==> src/rtl/vector_alu_unit.sv <==
// vector_alu_unit: multi-beat vector ALU, LANE_NUM element ALUs per beat with mask/tail/VV-VX-VI select.
// Define VECTOR_ALU_REDUCE_EN to add the red_sum vs2 sum reduction into element 0.
module vector_alu_unit #(
  parameter int LEN = 32,
  parameter int VECTOR_SIZE = 8,
  parameter int LANE_NUM = 2,
  parameter int ENTRY_INDEX_SIZE = 3
) (
  input  logic                          clk,
  input  logic                          rst_n,
  input  logic                          in_valid,
  output logic                          in_ready,
  input  logic [2:0]                    alu_signal,
  input  logic [1:0]                    vec_operand_type,
  input  logic                          red_sum,
  input  logic                          vm,
  input  logic [ENTRY_INDEX_SIZE:0]     vl,
  input  logic [VECTOR_SIZE*LEN-1:0]    vs1,
  input  logic [VECTOR_SIZE*LEN-1:0]    vs2,
  input  logic [VECTOR_SIZE*LEN-1:0]    vd_old,
  input  logic [VECTOR_SIZE-1:0]        mask,
  input  logic [LEN-1:0]                imm,
  input  logic [LEN-1:0]                rs,
  output logic                          out_valid,
  input  logic                          out_ready,
  output logic [VECTOR_SIZE*LEN-1:0]    result,
  output logic                          busy
);
  localparam int VW = ENTRY_INDEX_SIZE + 1;
  localparam int SW = $clog2(LEN);
  typedef enum logic [1:0] {IDLE, EXEC, DONE} state_t;
  state_t state, state_nx;
  logic [2:0] op_q;
  logic [1:0] opt_q;
  logic vm_q;
  logic [VW-1:0] vl_q, nb_q, beat, in_vl_c, in_nb;
  logic [VECTOR_SIZE*LEN-1:0] vs1_q, vs2_q;
  logic [VECTOR_SIZE-1:0] mask_q;
  logic [LEN-1:0] imm_q, rs_q;
  logic [ENTRY_INDEX_SIZE-1:0] lane_idx [LANE_NUM];
  logic [LEN-1:0] lane_a [LANE_NUM];
  logic [LEN-1:0] lane_val [LANE_NUM];
  logic [LANE_NUM-1:0] lane_act;
  assign in_vl_c = (vl > VW'(VECTOR_SIZE)) ? VW'(VECTOR_SIZE) : vl;
  assign in_nb = VW'((int'(in_vl_c) + LANE_NUM - 1) / LANE_NUM);
  assign in_ready = (state == IDLE);
  assign busy = (state != IDLE);
  assign out_valid = (state == DONE);
  for (genvar g = 0; g < LANE_NUM; g++) begin : g_lane
    logic [LEN-1:0] b;
    logic signed [LEN-1:0] sra;
    assign lane_idx[g] = ENTRY_INDEX_SIZE'(int'(beat) * LANE_NUM + g);
    assign lane_a[g] = vs2_q[lane_idx[g]*LEN +: LEN];
    assign b = (opt_q == 2'b01) ? rs_q : (opt_q == 2'b10) ? imm_q : vs1_q[lane_idx[g]*LEN +: LEN];
    assign sra = $signed(lane_a[g]) >>> b[SW-1:0];
    assign lane_act[g] = ({1'b0, lane_idx[g]} < vl_q) && (vm_q || mask_q[lane_idx[g]]);
    assign lane_val[g] = (op_q == 3'd0) ? lane_a[g] + b :
                         (op_q == 3'd1) ? lane_a[g] - b :
                         (op_q == 3'd2) ? lane_a[g] & b :
                         (op_q == 3'd3) ? lane_a[g] | b :
                         (op_q == 3'd4) ? lane_a[g] ^ b :
                         (op_q == 3'd5) ? lane_a[g] << b[SW-1:0] :
                         (op_q == 3'd6) ? lane_a[g] >> b[SW-1:0] : sra;
  end
`ifdef VECTOR_ALU_REDUCE_EN
  logic red_q;
  logic [LEN-1:0] red_add;
  always_comb begin
    red_add = '0;
    for (int l = 0; l < LANE_NUM; l++) red_add = red_add + (lane_act[l] ? lane_a[l] : '0);
  end
`else
  logic unused_red;
  assign unused_red = red_sum;
`endif
  always_comb begin
    state_nx = state;
    case (state)
      IDLE: state_nx = in_valid ? ((in_nb == '0) ? DONE : EXEC) : IDLE;
      EXEC: state_nx = (beat == nb_q - VW'(1)) ? DONE : EXEC;
      DONE: state_nx = out_ready ? IDLE : DONE;
      default: state_nx = IDLE;
    endcase
  end
  always_ff @(posedge clk or negedge rst_n)
    if (!rst_n) state <= IDLE;
    else state <= state_nx;
  // result doubles as the reduction accumulator (element 0) so DONE needs no final merge
  always_ff @(posedge clk or negedge rst_n) begin
    if (!rst_n) begin
      beat <= '0;
      result <= '0;
      op_q <= '0;
      opt_q <= '0;
      vm_q <= 1'b0;
      vl_q <= '0;
      nb_q <= '0;
      vs1_q <= '0;
      vs2_q <= '0;
      mask_q <= '0;
      imm_q <= '0;
      rs_q <= '0;
`ifdef VECTOR_ALU_REDUCE_EN
      red_q <= 1'b0;
`endif
    end else if (state == IDLE && in_valid) begin
      beat <= '0;
      result <= vd_old;
      op_q <= alu_signal;
      opt_q <= vec_operand_type;
      vm_q <= vm;
      vl_q <= in_vl_c;
      nb_q <= in_nb;
      vs1_q <= vs1;
      vs2_q <= vs2;
      mask_q <= mask;
      imm_q <= imm;
      rs_q <= rs;
`ifdef VECTOR_ALU_REDUCE_EN
      red_q <= red_sum;
      if (red_sum) result[LEN-1:0] <= vs1[LEN-1:0];
`endif
    end else if (state == EXEC) begin
      beat <= beat + VW'(1);
`ifdef VECTOR_ALU_REDUCE_EN
      if (red_q) result[LEN-1:0] <= result[LEN-1:0] + red_add;
      else
`endif
      for (int l = 0; l < LANE_NUM; l++)
        if (lane_act[l]) result[int'(lane_idx[l])*LEN +: LEN] <= lane_val[l];
    end
  end
endmodule
==> config.mk <==
export PLATFORM = sky130hd
export DESIGN_NAME = vector_alu_unit
export DESIGN_NICKNAME = d
export VERILOG_FILES = /design/src/rtl/vector_alu_unit.sv
export SDC_FILE = /design/constraint.sdc
export NUM_CORES = 2
export LEC_CHECK = 0
export CAP_MARGIN = 10
export CORE_AREA = 2 2 434 436
export CTS_BUF_LIST = sky130_fd_sc_hd__clkbuf_16
export CTS_CLUSTER_SIZE = 24
export DETAILED_ROUTE_END_ITERATION = 8
export DIE_AREA = 0 0 436 438
export DONT_BUFFER_PORTS = 1
export PLACE_DENSITY = 0.54
export SLEW_MARGIN = 30
export SYNTH_ARGS = -nofsm -noshare
export SYNTH_HDL_FRONTEND = slang
export SYNTH_SLANG_ARGS = --single-unit
==> constraint.sdc <==
create_clock -name clk -period 7.3 [get_ports clk]
set_clock_uncertainty 0.05 [all_clocks]
set_input_delay 1.46 -clock clk [delete_from_list [all_inputs] [get_ports clk]]
set_output_delay 1.46 -clock clk [all_outputs]
set_load 0.1 [all_outputs]
Word level (Yosys, flattened, before mapping)
Index checks and enable logic that the tools add are counted.
Cells by class
  add/sub/neg operators: 12
  $lt $le $gt $ge: 5
  equality and inequality tests: 11
  shift-type cells: 14
  multiplexer cells: 38
  bitwise logic cells: 7
  reductions and logical operators: 10
Operators by type and width (number)
  256-bit two-way mux: 6
  256-bit by 9-bit variable part select with 32-bit output: 4
  32-bit two-way mux: 18
  256-bit bitwise mux: 2
  32-bit by 33-bit variable shift with 256-bit output (first input constant): 2
  32-bit by 33-bit variable part select with 256-bit output: 2
  8-bit negator with 33-bit output: 2
  32-bit adder: 2
  32-bit bitwise AND: 2
  32-bit OR: 2
  32-bit by 5-bit left shift with 32-bit output: 2
  32-bit by 5-bit >> shifter with 32-bit output: 2
  32-bit by 5-bit >>> shifter with 32-bit output: 2
  32-bit subtractor: 2
  32-bit XOR: 2
  4-bit two-way mux: 3
  3-bit equality test (second input constant): 3
  3-bit by 4-bit less-than comparator with 1-bit output: 2
  3-bit by 4-bit less-than comparator with 1-bit output (second input constant): 2
  2-bit two-way mux: 4
  3-bit by 2-bit equality test with 1-bit output (second input constant): 2
  2-bit one-hot mux with 3 select lines: 1
  5-bit by 1-bit subtractor with 6-bit output (second input constant): 1
  4-bit by 2-bit adder with 5-bit output (second input constant): 1
  19 further kinds: 26
Storage, ports and cells
  register bits after elaboration: 860

Longest topological paths before layout
  word-level depth: 20
  mapped depth: 25
  depth with buffers taken out: 18

Worst setup path after synthesis
OpenSTA, ideal clock, no wires.
  kind: register to register
  from: register beat[0]
  to: register result[159]
  setup time: 0.140 ns
  data arrival time: 5.877 ns
  data required time: 7.110 ns
  setup slack: 1.233 ns
  stages on the path, launching flop included: 25
  period minus slack after synthesis: 6.067 ns
  path through: dfrtp_1 buf_2 buf_6 buf_4 buf_4 buf_2 buf_1 mux4_2 nand2b_1 o211ai_1 o31a_1 ha_1 clkbuf_1 o21a_1 o21ai_0 and2_1 a31o_2 o311a_1 a21boi_0 a21oi_1 o311ai_0 a311oi_1 xnor2_1 a221oi_1 o21ai_0
Between the ends
  cells in the longest elaborated chain, start to end: 20
  elaborated cells between the ends (all ways): 63
  classes of those cells: add/sub: 7; order compare: 2; shift: 14; mux: 30; bitwise: 6; reduce/logical: 4
Ends and longest elaborated chain
  start: declaration: line 36  | logic [VW-1:0] vl_q, nb_q, beat, in_vl_c, in_nb;
  start signal: assignment: line 124  | beat <= beat + VW'(1);
  256-bit by 9-bit variable part select with 32-bit output: line 54  | assign b = (opt_q == 2'b01) ? rs_q : (opt_q == 2'b10) ? imm_q : vs1_q[lane_idx[g]*LEN +: LEN];
  32-bit two-way mux (2 in series): line 54
  32-bit by 5-bit >>> shifter with 32-bit output / 32-bit by 5-bit >> shifter with 32-bit output (equally long branches): line 55, 63
  32-bit two-way mux: line 63  | (op_q == 3'd6) ? lane_a[g] >> b[SW-1:0] : sra;
  32-bit two-way mux: line 62  | (op_q == 3'd5) ? lane_a[g] << b[SW-1:0] :
  32-bit two-way mux: line 61  | (op_q == 3'd4) ? lane_a[g] ^ b :
  32-bit two-way mux: line 60  | (op_q == 3'd3) ? lane_a[g] | b :
  32-bit two-way mux: line 59  | (op_q == 3'd2) ? lane_a[g] & b :
  (+3 left out)
  256-bit bitwise mux: line 130  | if (lane_act[l]) result[int'(lane_idx[l])*LEN +: LEN] <= lane_val[l];
  256-bit two-way mux: line 130
  256-bit two-way mux: line 123  | end else if (state == EXEC) begin
  256-bit two-way mux: line 106  | end else if (state == IDLE && in_valid) begin
  256-bit bitwise mux: line 130
  256-bit two-way mux (*): line 130
  256-bit two-way mux (*): line 123
  256-bit two-way mux (*): line 106
  end signal: assignment: line 108  | result <= vd_old;
  end signal: indexed assignment: line 130
  end: declaration: line 26  | output logic [VECTOR_SIZE*LEN-1:0] result,
Every way passes the cells marked *; elsewhere a longest branch is shown, timed or not. The select of a mux whose other input is x is not followed.
A chain may end at the register's enable or synchronous reset.

Worst setup path after layout
  from: register beat[0]
  to: register result[61]
The elaborated chain is that of the path after synthesis.

==> impl_metrics.yaml <==
floorplanning:
  start_util: 0.302
  die_area_mm2: 0.191
  coreArea_mm2: 0.187
  io_pins: 1114
  rows: 159
  die_x_um: 436
  die_h_um: 438
synthesis:
  synth_ff_type: "dfrtp_1"
  seq_area_frac_synth: 0.382
  syn_inst: 7020
  synth_top_area_share: 0.382
  yosysWarnings: 0
  yosys-top-cells-area: "dfrtp_1 38%, nand2_1 15%, mux4_2 5.2%, ha_1 4.5%, o21ai_0 3.6%"
  syn-cell-area_mm2: 0.0564
  ys_types: 90
  synth-seq-cells: 860
  syn_nets: 8080
  ys_async_sr_fraction: 1.00
  synth-edff-count: 0
  syn_area_per_cell_um2: 8.03
  yosysTopAreaCell: "dfrtp_1"
clock_network:
  cts.hold.buffers_added: 0
  cts_resized: 0
  cts.sinks: 860
  cts_tree: "done"
  clk_latency_ns: 0.76
  clk_path_buf_depth: 3
  cts_buffers: 96
  cts_root_buf: "clkbuf_16"
  htreeDepth: 3
  postCtsSetupBuffers: 0
  path_clk_slew_ns: 0.06
sta:
  setup_violations: 0
  slew_violations: 0
  period_share: 0.909
  max_clock_freq_mhz: 151
  worstMarginPinSlew_ns: 1.13
  relSlewSlack: 0.241
  setup-tns-final_ns: 0
  rsz0062_at_grt: "no"
  final-hold-violation-count: 0
  period_minus_slack_ns: 6.64
  layout_setup_ws_ns: 0.662
grt:
  grt_usage: 0.282
  grt_pass1_wl_mm: 392
  antenna_found_initial: 58
  grt_max_degree: 193
  grt_pass1_vias: 51950
  grt.overflow.total: 0
layout:
  fin_area_mm2: 0.0626
  mostFrequentLayoutCell: "nand2_1"
  fill_cells: 19965
  nNetsFinal: 7833
  final_cell_mix: "2,212 x nand2_1, 838 x dfrtp_1, 459 x nor2_1"
  drive_above_1_share: 0.0818
  stdcell_count: 9392
  syn2layout_area_growth_pct: 11.0
detailed_routing:
  first_pass_iters: 6
  wl_per_cell_um: 29.8
  vias: 54074
  first_iter_violations: 5952
  vias_per_cell: 5.76
  drc: 0
  wl_mm: 280
  antenna_left: 0
setup_path:
  end_kind: "register"
  worstSetupPathType: "register to register"
  cp-start-kind: "register"
  r2r_cells: 20
  arrival_ns: 7.27
  path_max_fanout: 21
  worstPathRequired_ns: 7.93
job:
  maxCapViolCount: 0
placed_design:
  portBuffers: 0
  dp.cells: 9165
  dpl.hpwl_mm: 217
  post-place-ws_ns: 0.688
  place_area_mm2: 0.0592
  gp_congestion: 1.02
min_path:
  worstHoldPathType: "input pin to asynchronous set/reset pin"
outcome:
  status: "complete, no violations"
[routing by layer]
layer / global-route usage / wire, um
met5: 0 / 81
met4: 0.154 / 16200
met3: 0.0792 / 26600
met2: 0.434 / 125000
met1: 0.358 / 112000
[cells by family after synthesis]
family / after synthesis / share of synthesized area
AND/OR/NAND/NOR: 3128 / 0.225
AO/OA/AOI/OAI: 1719 / 0.202
flip-flops: 860 / 0.382
buffers and inverters: 732 / 0.0510
multiplexers: 310 / 0.0845
adder cells (fa/ha/maj): 206 / 0.0462
XOR/XNOR: 65 / 0.0102
[synthesized netlist by cell type (all sizes together) (19+ instances only)]
cell type,instances
o22ai,33
o221ai,21
o31ai,19
a211oi,57
inv,204
a21o,68
a21oi,400
and2,21
mux2i,152
o211ai,126
nand3,108
nor3,88
o21bai,23
dfrtp,860
a32oi,24
mux2,28
a221oi,72
nor2b,52
mux4,130
clkbuf,419
a22o,40
a22oi,165
xnor2,56
nand2,2215
a31oi,46
or3,23
buf,104
o31a,65
ha,201
nor2,466
o21ai,409
nand2b,84
[worst max-delay path, stage by stage (launching register included)]
cell      delay, ns
dfrtp_4        0.71
buf_4          0.31
mux4_2         0.58
nand2b_1       0.17
o211ai_1       0.11
o31a_1         0.32
ha_1           0.29
o21ai_0        0.21
a21boi_0       0.41
nand4_1        0.22
o21ai_0        0.75
a221oi_1       0.18
buf_4          0.21
o41ai_1        0.51
a21oi_1        0.20
o211a_1        0.24
a211oi_1       0.25
mux2i_1        0.34
buf_4          0.20
a32oi_1        0.09
a21oi_1        0.19
[flip-flops by register name, indices dropped and copies added, names as in the netlist]
signal / count
result: 256
vs1_q: 256
vs2_q: 256
imm_q: 32
rs_q: 32
mask_q: 8
beat: 4
nb_q: 4
vl_q: 4
op_q: 3
opt_q: 2
state: 2
vm_q: 1
[final timing paths]
path                                   startpoint                      to  slack, ns
min in group clk           vs2_q[164]$_DFFE_PN0P_  vs2_q[164]$_DFFE_PN0P_       0.42
min                                         rst_n  vs2_q[169]$_DFFE_PN0P_       0.38
max reg2reg                   beat[0]$_DFFE_PN0P_  result[61]$_DFFE_PN0P_       0.66
max                           beat[0]$_DFFE_PN0P_  result[61]$_DFFE_PN0P_       0.66
min reg2reg                vs2_q[164]$_DFFE_PN0P_  vs2_q[164]$_DFFE_PN0P_       0.42
max in group asynchronous                   rst_n     op_q[0]$_DFFE_PN0P_       4.17
[cell type report]
cell class	instances	area [um^2]	area share
Timing Repair Buffer	178	1660	0.0265
Inverter	209	785	0.0125
Clock inverter	75	671	0.0107
Antenna cell	49	123	0.00196
Clock buffer	98	2450	0.0392
Tap cell	2495	3120	0.0499
Multi-Input combinational cell	5428	32200	0.515
Sequential cell	860	21600	0.344
[through the flow]
| step | utilization | hold WS, ns |
|---|---|---|
| after detailed placement | 0.317 | 0.407 |
| after global placement | 0.317 | 0.404 |
| after global routing | 0.335 | 0.321 |
| after floorplan | - | 0.388 |
| final | 0.335 | 0.377 |
| after CTS | 0.334 | 0.286 |
Power is left out: the tool's default activity adds up to more than one toggle a clock period on the data nets, which glitch-free logic cannot reach.
